**src/rtl/mips_pkg.sv**
```systemverilog
// Shared types and constants for the MIPS fetch path.
// Holds the fetch state encoding and instruction field helpers.
package mips_pkg;

    typedef enum logic [1:0] {
        RUN   = 2'd0,
        HALT  = 2'd1,
        FAULT = 2'd2
    } fetch_state_e;

    localparam logic [31:0] NOP         = 32'h0000_0000;
    localparam logic [5:0]  OP_SPECIAL  = 6'h00;
    localparam logic [5:0]  FUNCT_BREAK = 6'h0D;

    localparam int OP_MSB    = 31;
    localparam int OP_LSB    = 26;
    localparam int FUNCT_MSB = 5;
    localparam int FUNCT_LSB = 0;

    function automatic logic is_break(input logic [31:0] w);
        return (w[OP_MSB:OP_LSB] == OP_SPECIAL) &&
               (w[FUNCT_MSB:FUNCT_LSB] == FUNCT_BREAK);
    endfunction

endpackage

```
**src/rtl/pc_fetch_unit_npc_select.sv**
```systemverilog
// Next-PC candidate generation, priority select and target check.
// Purely combinational; the fetch unit decides whether to commit.
module npc_select #(
    parameter int IMEM_WORDS = 64
) (
    input  logic [31:0] pc_plus4,
    input  logic        branch_taken,
    input  logic [31:0] branch_offset,
    input  logic        jump,
    input  logic [25:0] jump_index,
    input  logic        jump_reg,
    input  logic [31:0] jump_reg_addr,
    output logic [31:0] next_pc,
    output logic        next_bad
);

    localparam logic [31:0] PC_LIMIT = 32'(4 * IMEM_WORDS);

    logic [31:0] br_tgt;
    logic [31:0] j_tgt;

    assign br_tgt = pc_plus4 + {branch_offset[29:0], 2'b00};
    assign j_tgt  = {pc_plus4[31:28], jump_index, 2'b00};

    // Register jump wins over jump, which wins over branch.
    always_comb begin
        next_pc = pc_plus4;
        if (jump_reg) begin
            next_pc = jump_reg_addr;
        end else if (jump) begin
            next_pc = j_tgt;
        end else if (branch_taken) begin
            next_pc = br_tgt;
        end
    end

    // Misaligned or out-of-memory targets are never loaded.
    always_comb begin
        next_bad = (next_pc[1:0] != 2'b00) || (next_pc >= PC_LIMIT);
    end

endmodule

```
**src/rtl/pc_fetch_unit.sv**
```systemverilog
// PC register, fetch state machine and fetch counter.
// Instruction memory is read combinationally from the registered PC.
module pc_fetch_unit
    import mips_pkg::*;
#(
    parameter logic [31:0] RESET_VECTOR = 32'h0000_0000,
    parameter int          IMEM_WORDS   = 64
) (
    input  logic        clk,
    input  logic        reset,
    input  logic        stall,
    input  logic        branch_taken,
    input  logic [31:0] branch_offset,
    input  logic        jump,
    input  logic [25:0] jump_index,
    input  logic        jump_reg,
    input  logic [31:0] jump_reg_addr,
    input  logic [31:0] imem_data,
    output logic [31:0] pc,
    output logic [31:0] instr,
    output logic [31:0] pc_plus4,
    output logic        halted,
    output logic        fault,
    output logic [31:0] fetch_count
);

    fetch_state_e state_q, state_d;
    logic [31:0]  pc_q, pc_d;
    logic [31:0]  cnt_q, cnt_d;
    logic [31:0]  next_pc;
    logic         next_bad;

    assign pc_plus4 = pc_q + 32'd4;

    npc_select #(
        .IMEM_WORDS(IMEM_WORDS)
    ) u_npc (
        .pc_plus4     (pc_plus4),
        .branch_taken (branch_taken),
        .branch_offset(branch_offset),
        .jump         (jump),
        .jump_index   (jump_index),
        .jump_reg     (jump_reg),
        .jump_reg_addr(jump_reg_addr),
        .next_pc      (next_pc),
        .next_bad     (next_bad)
    );

    // Next state, PC and count; BREAK outranks a bad target.
    always_comb begin
        state_d = state_q;
        pc_d    = pc_q;
        cnt_d   = cnt_q;
        instr   = NOP;
        unique case (state_q)
            RUN: begin
                instr = imem_data;
                if (!stall) begin
                    if (cnt_q != 32'hFFFF_FFFF) begin
                        cnt_d = cnt_q + 32'd1;
                    end
                    if (is_break(imem_data)) begin
                        state_d = HALT;
                    end else if (next_bad) begin
                        state_d = FAULT;
                    end else begin
                        pc_d = next_pc;
                    end
                end
            end
            HALT, FAULT: begin
                state_d = state_q;
            end
            default: begin
                state_d = FAULT;
            end
        endcase
    end

    // State registers with asynchronous reset to the boot vector.
    always_ff @(posedge clk or posedge reset) begin
        if (reset) begin
            state_q <= RUN;
            pc_q    <= RESET_VECTOR;
            cnt_q   <= 32'd0;
        end else begin
            state_q <= state_d;
            pc_q    <= pc_d;
            cnt_q   <= cnt_d;
        end
    end

    assign pc          = pc_q;
    assign halted      = (state_q == HALT);
    assign fault       = (state_q == FAULT);
    assign fetch_count = cnt_q;

endmodule

```
**config.mk**
```make
export PLATFORM = sky130hd
export DESIGN_NAME = pc_fetch_unit
export DESIGN_NICKNAME = d
export VERILOG_FILES = /design/src/rtl/mips_pkg.sv /design/src/rtl/pc_fetch_unit_npc_select.sv /design/src/rtl/pc_fetch_unit.sv
export SDC_FILE = /design/constraint.sdc
export NUM_CORES = 1
export LEC_CHECK = 0
export ABC_AREA = 0
export CORE_ASPECT_RATIO = 1.1
export CORE_MARGIN = 10
export CORE_UTILIZATION = 41
export CTS_CLUSTER_SIZE = 12
export DETAILED_ROUTE_END_ITERATION = 7
export PLACE_DENSITY = 0.83
export REMOVE_ABC_BUFFERS = 1
export SLEW_MARGIN = 40
export SYNTH_ARGS = -nofsm -noshare
export SYNTH_HDL_FRONTEND = slang
export SYNTH_SLANG_ARGS = --single-unit
```
**constraint.sdc**
```tcl
create_clock -name clk -period 10.5 [get_ports clk]
set_input_delay 1.575 -clock clk [delete_from_list [all_inputs] [get_ports clk]]
set_output_delay 1.575 -clock clk [all_outputs]
set_load 0.03 [all_outputs]
```
==> results.ini <==
[critical_path]
cp_slowest_stage_delay_ps=700
required_ps=10720
crit_buf_inv=1
timing.rr.start=pc[5]
endpoint_kind=register
r2r_slack_ps=4510
crit_chain=nand4_1 -> nor4_2 -> nand2_1 -> nor2_1 -> xor2_1 -> ha_1 -> a21oi_1 -> o22ai_1 -> o21ai_0 -> nand4_1 -> a2111oi_0 -> o2111ai_1 -> nor4_1 -> and4_1 -> and3b_1 -> buf_4 -> mux2_2
path_max_fanout=32
critPathTopFamily=simple AND/OR/NAND/NOR gates
reg2regPathDepth=17
slowest_stage=nor4_2
arrival_ps=6200
worst_r2r_endpoint=pc[6]
crit_path_frequent_cell=nand4_1
path_class=reg2reg
start_kind=register

[yosys]
synth_simple_gate_area_share_pct=30.7
synth.largest_area_cell=dfrtp_1
yosys.area.top_type_share_pct=26.0
synth_edf_count=0
synth_ff_type=dfrtp_1
syn_inst=803
yosys_register_bits=66
synth-seq-area-share_pct=26.0
synthMuxAreaShare_pct=2.30
synth_area_per_cell_um2=7.91
synth_top_family_by_area=simple AND/OR/NAND/NOR gates
synth-compound-area-share_pct=20.0
syn-cell-area_um2=6350
synthTopCellsByArea=dfrtp_1 26%, ha_1 6.9%, xnor2_1 6.2%
synth.distinct_cells=77
async_flop_share_pct=100
synth_xor_area_share_pct=9.93
synth_fa_ha_area_share_pct=7.21
yosysWarnings=0

[die]
row_count=47
ios=258
core_area_um2=15100
initial_core_util_pct=42.0
fp.dieW_um=139
die_area_um2=20900
die_h_um=151

[clock_tree]
ctsHoldBuffers=0
numCtsBuffers=9
path_clk_slew_ps=60
clockRootBuffer=clkbuf_16
clk_latency_ps=330
cts_max_path_buffers=2
cts_setup_buffers=0
htree_levels=3
cts_tree=built
cts-resized-gates=0
numClockSinks=66

[cells_and_area]
layout-drive-gt1-share_pct=4.22
mostFrequentLayoutCell=clkdlybuf4s50_1
final_nets=1202
area_growth_pct=47.2
nFillCells=1297
fin_util_pct=61.9
final_cell_mix=255 x clkdlybuf4s50_1, 79 x nand2_1, 66 x dfrtp_1

[timing]
hold_slack_ps=496
min_period_ps=5990
hold_viol=0
fmax_mhz=167
tightestPinTransition_ps=681
drv_slew=0
slew-limit-headroom_pct=54.2
fin_skew_ps=11.5
fin_tns_setup_ps=0
rsz0062_at_grt=no
setup_viol_count_final=0
fin_crit_sh_pct=57.0

[global_route]
grt_overflow=0
antenna_found_initial=2
track_usage_pct=23.5
grt_pass1_vias=7039
grt_pass1_wl_mm=39.6
grt_max_degree=67

[power]
vdd_ir_drop_max_uv=101
pwr-share-clk_pct=43.9
p_int_uw=512
seqPwrFrac_pct=37.1
p_switching_uw=173
power_density_nw_per_um2=73.3
leakage_uw=0.00389
combPwrFrac_pct=18.9
swShare_pct=25.2

[routing]
drt_iter0_drc=693
ant_nets=0
routed_wl_mm=26.3
vias=7207
dr.pass1.iters=6
drc=0
vias_per_cell=5.81
wl_per_cell_um=21.2

[status]
outcome=complete, no violations

[placed_design]
dpl.hpwl_mm=21.4
finalWeightedCongestion=1.01
io_buffers=255

[hold_path]
holdPathEnd=fetch_count[16]
hp-class=reg2reg
min_from=fetch_count[16]
hold_depth=1

[run]
maxCapViolations=0

==> power groups by stage <==
stage / sequential [uW] / combinational (uW) / clock, uW
2_1_floorplan: 259 / 54.6 / 0
3_3_place_gp: 259 / 125 / 0
3_5_place_dp: 259 / 126 / 0
4_1_cts: 254 / 127 / 306
5_1_grt: 254 / 140 / 318
6_report: 254 / 130 / 301
==> cells by family after synthesis <==
group	Yosys count
xor gates and xnor gates	72
DFF	66
and+or+nand+nor	367
muxes	14
AOI/OAI and AO/OA	190
buffers and inverters	58
adders and majority gates	36
==> registers in the layout (all words and copies together) (netlist names) <==
register	flops
pc	32
fetch_count	32
state_q	2
==> how the worst max path moves through the flow <==
stage                     start  endpoint  depth (start not counted)
3_5_place_dp   branch_offset[4]     pc[6]                         12
4_1_cts                   pc[5]     pc[6]                         17
3_3_place_gp   branch_offset[4]     pc[5]                         12
5_1_grt                   pc[5]     pc[6]                         17
6_report                  pc[5]     pc[6]                         17
2_1_floorplan             pc[5]     pc[5]                         14
==> Yosys cell counts (13+ instances only) <==
cell type and count:
inv_1 21, xnor2_1 45, nor2b_1 26, nand3_1 40
and2_1 35, o21ai_0 40, dfrtp_1 66, clkbuf_1 28
nand4_1 33, nand2_1 79, nor2_1 65, o21a_1 13
xor2_1 27, ha_1 35, nor3_1 22, a21oi_1 52
==> area by class of cell <==
cell class / instances / area [um^2] / share of cell area, %
repair buffers: 261 / 2610 / 27.9
flip-flops and latches: 66 / 1650 / 17.7
inverters: 21 / 78.8 / 0.843
well taps: 196 / 245 / 2.62
clock buffers: 10 / 239 / 2.56
multi-input cells: 679 / 4460 / 47.7
clock inverters: 6 / 65.1 / 0.696
diodes: 1 / 2.50 / 0.0268
==> per-layer routing <==
layer  global-route usage (%)  part of all wire [%]  vias up  wire length [um]
li1                         -                     -     3438                 -
met1                     28.2                    39     3342             10200
met2                     39.7                    49      387             12800
met3                     6.65                   9.8       38              2570
met4                     7.62                   2.2        2               589
met5                        0                 0.049        -                13
==> stage by stage <==
| step | std cells | setup WS, ps | instance area [um^2] | total power, uW |
|---|---|---|---|---|
| floorplan | 766 | 4940 | 6190 | 314 |
| detailed placement | 1222 | 4430 | 9020 | 385 |
| CTS | 1238 | 4670 | 9330 | 687 |
| global placement | 1222 | 4460 | 9020 | 384 |
| finish | 1240 | 4510 | 9350 | 685 |
| global route | 1239 | 4250 | 9350 | 712 |
Note: power is estimated with default switching activity, not from simulation.
